<file path="src/rtl/aes_sched_pkg.sv">
// Shared types and defaults for the AES cipher-core scheduler.
package aes_sched_pkg;

    typedef enum logic [1:0] {
        IDLE = 2'd0,
        LOAD = 2'd1,
        BUSY = 2'd2,
        RESP = 2'd3
    } sched_state_t;

    localparam int TIMEOUT_DEFAULT = 32;
    localparam int BLOCK_W         = 128;

endpackage

</file>
<file path="src/rtl/rr_arbiter.sv">
// Combinational rotate-priority arbiter: the first valid request at or after ptr wins.
module rr_arbiter #(
    parameter int NUM_REQ = 2,
    parameter int ID_W    = 1
) (
    input  logic [NUM_REQ-1:0] req,
    input  logic [ID_W-1:0]    ptr,
    output logic [NUM_REQ-1:0] grant,
    output logic [ID_W-1:0]    idx,
    output logic               found
);

    int off;
    int best;

    // Each requester's distance from ptr, walking upward with wrap; smallest distance wins.
    always_comb begin
        idx   = '0;
        found = 1'b0;
        best  = NUM_REQ;
        off   = 0;
        for (int j = 0; j < NUM_REQ; j++) begin
            off = j + NUM_REQ - int'(ptr);
            if (off >= NUM_REQ) begin
                off = off - NUM_REQ;
            end
            if (req[j] && (off < best)) begin
                best  = off;
                idx   = ID_W'(j);
                found = 1'b1;
            end
        end
    end

    always_comb begin
        grant = '0;
        for (int j = 0; j < NUM_REQ; j++) begin
            grant[j] = found && (idx == ID_W'(j));
        end
    end

endmodule

</file>
<file path="src/rtl/aes_cipher_sched.sv">
// Round-robin scheduler sharing one AES cipher core between NUM_REQ requesters.
// Valid/ready: a transfer happens on a rising clk edge where valid and ready are both 1.
module aes_cipher_sched
    import aes_sched_pkg::*;
#(
    parameter int NUM_REQ = 2,
    parameter int ID_W    = (NUM_REQ > 2) ? $clog2(NUM_REQ) : 1,
    parameter int TIMEOUT = TIMEOUT_DEFAULT
) (
    input  logic                       clk,
    input  logic                       rst,
    input  logic [NUM_REQ-1:0]         req_valid,
    output logic [NUM_REQ-1:0]         req_ready,
    input  logic [NUM_REQ*BLOCK_W-1:0] req_key,
    input  logic [NUM_REQ*BLOCK_W-1:0] req_text,
    output logic                       resp_valid,
    input  logic                       resp_ready,
    output logic [BLOCK_W-1:0]         resp_text,
    output logic [ID_W-1:0]            resp_id,
    output logic                       resp_err,
    output logic                       aes_ld,
    output logic [BLOCK_W-1:0]         aes_key,
    output logic [BLOCK_W-1:0]         aes_text_in,
    input  logic                       aes_done,
    input  logic [BLOCK_W-1:0]         aes_text_out,
    output logic                       busy,
    output sched_state_t               state
);

    localparam int               CNT_W    = $clog2(TIMEOUT);
    localparam logic [CNT_W-1:0] CNT_LAST = CNT_W'(TIMEOUT - 1);
    localparam logic [ID_W-1:0]  ID_LAST  = ID_W'(NUM_REQ - 1);

    logic [NUM_REQ-1:0] grant;
    logic [ID_W-1:0]    win_idx;
    logic               win_found;
    logic [ID_W-1:0]    rr_ptr;
    logic [CNT_W-1:0]   cnt;
    logic [BLOCK_W-1:0] sel_key;
    logic [BLOCK_W-1:0] sel_text;

    rr_arbiter #(
        .NUM_REQ (NUM_REQ),
        .ID_W    (ID_W)
    ) u_arb (
        .req   (req_valid),
        .ptr   (rr_ptr),
        .grant (grant),
        .idx   (win_idx),
        .found (win_found)
    );

    always_comb begin
        sel_key  = '0;
        sel_text = '0;
        for (int j = 0; j < NUM_REQ; j++) begin
            if (win_idx == ID_W'(j)) begin
                sel_key  = req_key[BLOCK_W*j +: BLOCK_W];
                sel_text = req_text[BLOCK_W*j +: BLOCK_W];
            end
        end
    end

    // Gated by rst so no grant is visible while reset is held.
    assign req_ready = ((state == IDLE) && rst) ? grant : '0;

    // cnt tracks cycles since the ld cycle (ld cycle = 0), so the abort lands TIMEOUT cycles after ld.
    always_ff @(posedge clk or negedge rst) begin
        if (!rst) begin
            state       <= IDLE;
            rr_ptr      <= '0;
            cnt         <= '0;
            aes_ld      <= 1'b0;
            aes_key     <= '0;
            aes_text_in <= '0;
            resp_valid  <= 1'b0;
            resp_text   <= '0;
            resp_id     <= '0;
            resp_err    <= 1'b0;
            busy        <= 1'b0;
        end else begin
            case (state)
                IDLE: begin
                    if (win_found) begin
                        aes_key     <= sel_key;
                        aes_text_in <= sel_text;
                        resp_id     <= win_idx;
                        rr_ptr      <= (win_idx == ID_LAST) ? '0 : win_idx + 1'b1;
                        cnt         <= '0;
                        aes_ld      <= 1'b1;
                        busy        <= 1'b1;
                        state       <= LOAD;
                    end
                end
                LOAD: begin
                    aes_ld <= 1'b0;
                    cnt    <= cnt + 1'b1;
                    state  <= BUSY;
                end
                BUSY: begin
                    if (aes_done) begin
                        resp_text  <= aes_text_out;
                        resp_err   <= 1'b0;
                        resp_valid <= 1'b1;
                        state      <= RESP;
                    end else if (cnt == CNT_LAST) begin
                        resp_text  <= '0;
                        resp_err   <= 1'b1;
                        resp_valid <= 1'b1;
                        state      <= RESP;
                    end else begin
                        cnt <= cnt + 1'b1;
                    end
                end
                RESP: begin
                    if (resp_ready) begin
                        resp_valid <= 1'b0;
                        busy       <= 1'b0;
                        state      <= IDLE;
                    end
                end
                default: state <= IDLE;
            endcase
        end
    end

endmodule

</file>
<file path="config.mk">
export PLATFORM = sky130hd
export DESIGN_NAME = aes_cipher_sched
export DESIGN_NICKNAME = d
export VERILOG_FILES = /design/src/rtl/aes_sched_pkg.sv /design/src/rtl/rr_arbiter.sv /design/src/rtl/aes_cipher_sched.sv
export SDC_FILE = /design/constraint.sdc
export NUM_CORES = 1
export LEC_CHECK = 0
export ABC_AREA = 1
export CAP_MARGIN = 20
export CORE_AREA = 5 5 402 404
export CTS_CLUSTER_SIZE = 10
export DETAILED_ROUTE_END_ITERATION = 12
export DIE_AREA = 0 0 407 409
export HOLD_SLACK_MARGIN = 0.1
export PLACE_DENSITY = 0.3
export SETUP_SLACK_MARGIN = 0.02
export SLEW_MARGIN = 5
export SYNTH_ARGS = -nofsm -noshare
export SYNTH_HDL_FRONTEND = slang
export SYNTH_SLANG_ARGS = --single-unit
</file>
<file path="constraint.sdc">
create_clock -name clk -period 2.6 [get_ports clk]
set_input_delay 0.52 -clock clk [delete_from_list [all_inputs] [get_ports clk]]
set_output_delay 0.52 -clock clk [all_outputs]
set_load 0.005 [all_outputs]
</file>
# After elaboration in Yosys (flattened, before gate mapping)
# Index checks and enable logic that the tools add are counted.
# word_totals
regBits	397
input_bits	646
# op_classes
n_addsub	6
order_cmp	4
n_eq_ne	9
mux	29
n_bitwise	1
n_reduce_logical	18
# ops
cell	n
$mux W128	4
$mux W32	3
$ge A32 B3 Y1 const B	2
$sub A32 B3 Y32 const B	2
$lt A32 B3 Y1 const B	1
$lt A32 B32 Y1	1
$mux W5	3
$pmux W5 S3	1
$mux W2	5
$mux W1	9
$reduce_and A3 Y1	3
$pmux W2 S4	1
$reduce_bool A2 Y1	4
$ne A2 B2 Y1 const B	3
$pmux W1 S2	3
$reduce_and A2 Y1	3
$sub A2 B1 Y3 const A	2
$add A5 B1 Y5 const B	1
$eq A5 B5 Y1 const B	1
$logic_and A1 B1 Y1	5
$eq A2 B2 Y1 const B	2
$reduce_and A4 Y1	1
$ne A3 B3 Y1 const B	1
$reduce_bool A3 Y1	1
other kinds (5)	5

# Depth between registers and ports, before layout
# logic_depth
ltp_word	12
ltp_mapped	11
ltp_nobuf	10

# Cells and area by module
# From an unflattened synthesis, not the netlist that was laid out.
# hier_totals
cells_unflattened	2020
area_unflattened_um2	16814.9
# modules_own_cells
module	instances	cells_per_inst	area_each_um2	seq_area_each_um2
aes_cipher_sched	1	2013	16784.8	9934.5
rr_arbiter	1	7	30.0	0.0

# Least setup slack after synthesis
# OpenSTA, ideal clock, no wires.
# synth_path
path_type	reg-to-output
startpoint	register state[0]
endpoint	output req_ready[0]
arrival_ps	1536
required_time_ps	2080
setup_slack_ps	544
stages_incl_launch_ff	10
path_buffers	3
cell_sequence	dfrtp_1 inv_1 ha_1 buf_2 nand2_1 a21oi_4 buf_4 buf_2 nand2_1 inv_1
# synth_via
elab_chain_cells	3
# synth_lines
element	line	text
start, declared	aes_cipher_sched.sv:27	output sched_state_t state
start signal, assigned	aes_cipher_sched.sv:70	state <= IDLE;
start signal, assigned	aes_cipher_sched.sv:92	state <= LOAD;
start signal, assigned	aes_cipher_sched.sv:98	state <= BUSY;
$logic_not A2 Y1	aes_cipher_sched.sv:65	assign req_ready = ((state == IDLE) && rst) ? grant : '0;
$logic_and A1 B1 Y1	aes_cipher_sched.sv:65	
$mux W2	aes_cipher_sched.sv:65	
end, declared	aes_cipher_sched.sv:13	output logic [NUM_REQ-1:0] req_ready,
# Every way passes these cells.

# Worst setup path after layout
# Ends and elaborated chain as after synthesis.

==> impl_metrics.csv <==
group,metric,value,unit
run_status,status,"finished clean",
power_and_ir_drop,power,35.1,mW
flow_run,maxCapViolations,0,
sta,max_freq,418,MHz
drt,drt_first_pass_iters,5,
place,place.gp.congestion,0.802,
synth,synth.distinct_cells,22,
sta,maxSlewHeadroom,52.5,%
drt,dr_total_vias,18300,
sta,worst_pin_slew,0.712,ns
global_route,grt_pass1_vias,19800,
synth,synth_top_cells_by_area,"dfrtp_1 (59%), nand2_1 (24%), nand3_1 (12%)",
worst_setup_path,rr_startpoint,"state[0]",
worst_setup_path,r2r_cells,10,
clocking,clock_latency,0.66,ns
worst_setup_path,required,2.08,ns
layout,nets,3732,
power_and_ir_drop,vdd_drop_max,0.559,mV
global_route,grt_max_degree,94,
sta,final-hold-violation-count,0,
floorplanning,coreArea,157000,sq um
hold_path,holdPathEnd,"resp_text[0]",
place,placed_cell_area,30000,sq um
drt,top_layer,"met5",
synth,syn-cell-area,16800,sq um
synth,syn_nets,2672,
place,io_buffers,1038,
layout,final_cell_area,32100,sq um
hold_path,min_from,"aes_done",
worst_setup_path,rr_endpoint,"aes_text_in[100]",
sta,rsz0062_at_grt,"false",
drt,drt_wl_total,123000,microns
floorplanning,ios,1039,
synth,yosys.area.top_type,"dfrtp_1",
floorplanning,rows,146,
worst_setup_path,worstPathArrival,1.87,ns
layout,layout-drive-gt1-share,6.14,%
layout,seq_area,9930,sq um
layout,areaGrowthSynthToFinish,91.4,%
sta,slew_violations,0,
synth,synth_top_area_share,59.3,%
floorplanning,die_area,166000,sq um
drt,route.detailed.wl_per_inst,23.6,microns
clocking,cts_tree,"done",
layout,nFillCells,17700,
global_route,antenna_found_initial,69,
layout,multi_input_area,6180,sq um
clocking,root_buffer,"clkbuf_16",
drt,drtIter0Drc,944,
sta,finalSetupViolCount,0,
floorplanning,start_util,10.6,%
clocking,cts_max_path_buffers,3,
floorplanning,die_w,407,microns
drt,wl_met2,63000,microns
sta,hold_slack,0.220,ns
hold_path,min_path_cells,3,
synth,ys_seq_area_share,59.3,%
worst_setup_path,path_class,"flip-flop to primary output",
worst_setup_path,path_max_fanout,4,
drt,routed_via_density,3.50,
drt,drc,0,
synth,synthCells,2019,
sta,fin_crit,2.39,ns
floorplanning,die_h,409,microns
clocking,clk_pin_slew,0.06,ns
global_route,track_usage,14.3,%
synth,synth_warnings,0,
drt,wl_met1,44000,microns
drt,route.met3.wl,13600,microns
worst_setup_path,end_kind,"primary output",
clocking,cts_max_level,2,
sta,period_share,91.9,%
synth,synth.avg_cell_area,8.30,sq um
clocking,clock-sinks,397,
power_and_ir_drop,total_leakage_power,13.9,nW
sta,fin_skew,0.0227,ns
worst_setup_path,startpoint_type,"flip-flop",
clocking,cts_buffers,58,
synth,ys_ff_latch,397,
place,dp_hpwl,99000,microns
power_and_ir_drop,pwr_density_cell,1090,nW/um^2
global_route,grt_pass1_wl,167000,microns
worst_setup_path,r2r_slack,0.51,ns
drt,drtAntennaViolNets,0,
hold_path,holdCritPathClass,"primary input to flip-flop",
global_route,overflow,0,
[worst max path at each step]
stage | start | endpoint | depth (start not counted)
after floorplan | state[0] | req_ready[0] | 9
after global placement | req_valid[0] | req_ready[1] | 7
after detailed placement | req_valid[0] | req_ready[1] | 7
after CTS | state[1] | req_ready[1] | 8
after global routing | state[0] | req_ready[1] | 7
final | state[0] | req_ready[0] | 7
[cell type report]
cell class              count  share of cell area (%)
inverters                  18                   0.219
flip-flops and latches    397                    31.0
repair buffers           1128                    35.3
well taps                2072                    8.08
clock buffers              92                    5.36
clock inverters            16                   0.554
multi-input cells        1476                    19.3
diodes                     26                   0.203
[worst max-delay path, stage by stage, from the launching register on]
cell and delay (ns):
dfrtp_1 0.39, inv_2 0.09, ha_4 0.17, nand2_2 0.08
a21oi_4 0.15, nand2_2 0.08, inv_1 0.06, dlygate4sd2_1 0.23
[metrics by stage]
step / std cells / worst slack, ns / TNS, ns / utilization (%)
floorplan: 2019 / 0.544 / 0 / -
global placement: 5085 / -0.190 / -0.204 / 19.1
detailed placement: 5085 / -0.163 / -0.170 / 19.1
CTS: 5199 / 0.0256 / 0 / 20.3
global route: 5209 / 0.0534 / 0 / 20.3
finish: 5225 / 0.210 / 0 / 20.4
[cells by family after synthesis]
| group | Yosys count | synth area share, % |
|---|---|---|
| AO/OA/AOI/OAI | 17 | 0.612 |
| adder cells (fa/ha/maj) | 7 | 0.523 |
| buffers and inverters | 146 | 4.09 |
| flip-flops | 397 | 59.3 |
| AND/OR/NAND/NOR | 1452 | 35.5 |
[registers in the layout, summed over array words and instances (netlist names)]
name         flops
resp_err         1
cnt              5
aes_key        128
busy             1
state            2
resp_text      128
resp_id          1
aes_text_in    128
aes_ld           1
resp_valid       1
rr_ptr           1
[placed cells by master (no fill, tap or decap), types with 3 or more instances in the layout]
cell	n
buf_12	21
buf_4	70
bufinv_16	3
clkbuf_1	20
clkbuf_16	58
clkbuf_8	14
clkdlybuf4s50_1	1032
clkinv_2	9
dfrtp_1	397
diode_2	26
ha_1	5
inv_1	15
nand2_1	1050
nand3_1	389
nor2_1	8
o21ai_0	12
[synth_stat cells (all sizes together)]
cell type	number
clkbuf	64
nand3	389
inv	18
nand4	1
a21oi	2
nor2	9
nand2	1052
ha	7
dfrtp	397
o21bai	1
or2	1
o21ai	14
buf	64
[timing repair]
item                                   4_1_cts  5_1_grt
hold buffers                                 1        0
setup endpoints to repair                    3        1
setup buffers                                5        1
endpoints found under the hold margin       29        0
gates resized for setup                     10        1
pin swaps                                    2        2
[per-layer routing]
metal | vias up | GRT usage [%]
li1 | 8611 | -
met1 | 8764 | 14.9
met2 | 706 | 25.7
met3 | 167 | 6.92
met4 | 42 | 3.26
met5 | - | 0
[report_power, final]
group,leakage (nW),switching (mW),internal (mW)
combinational,7.99,7.83,8.08
sequential,4.97,1.93,9.05
clock,0.937,3.39,4.80
Power figures use the tool's default switching activity.
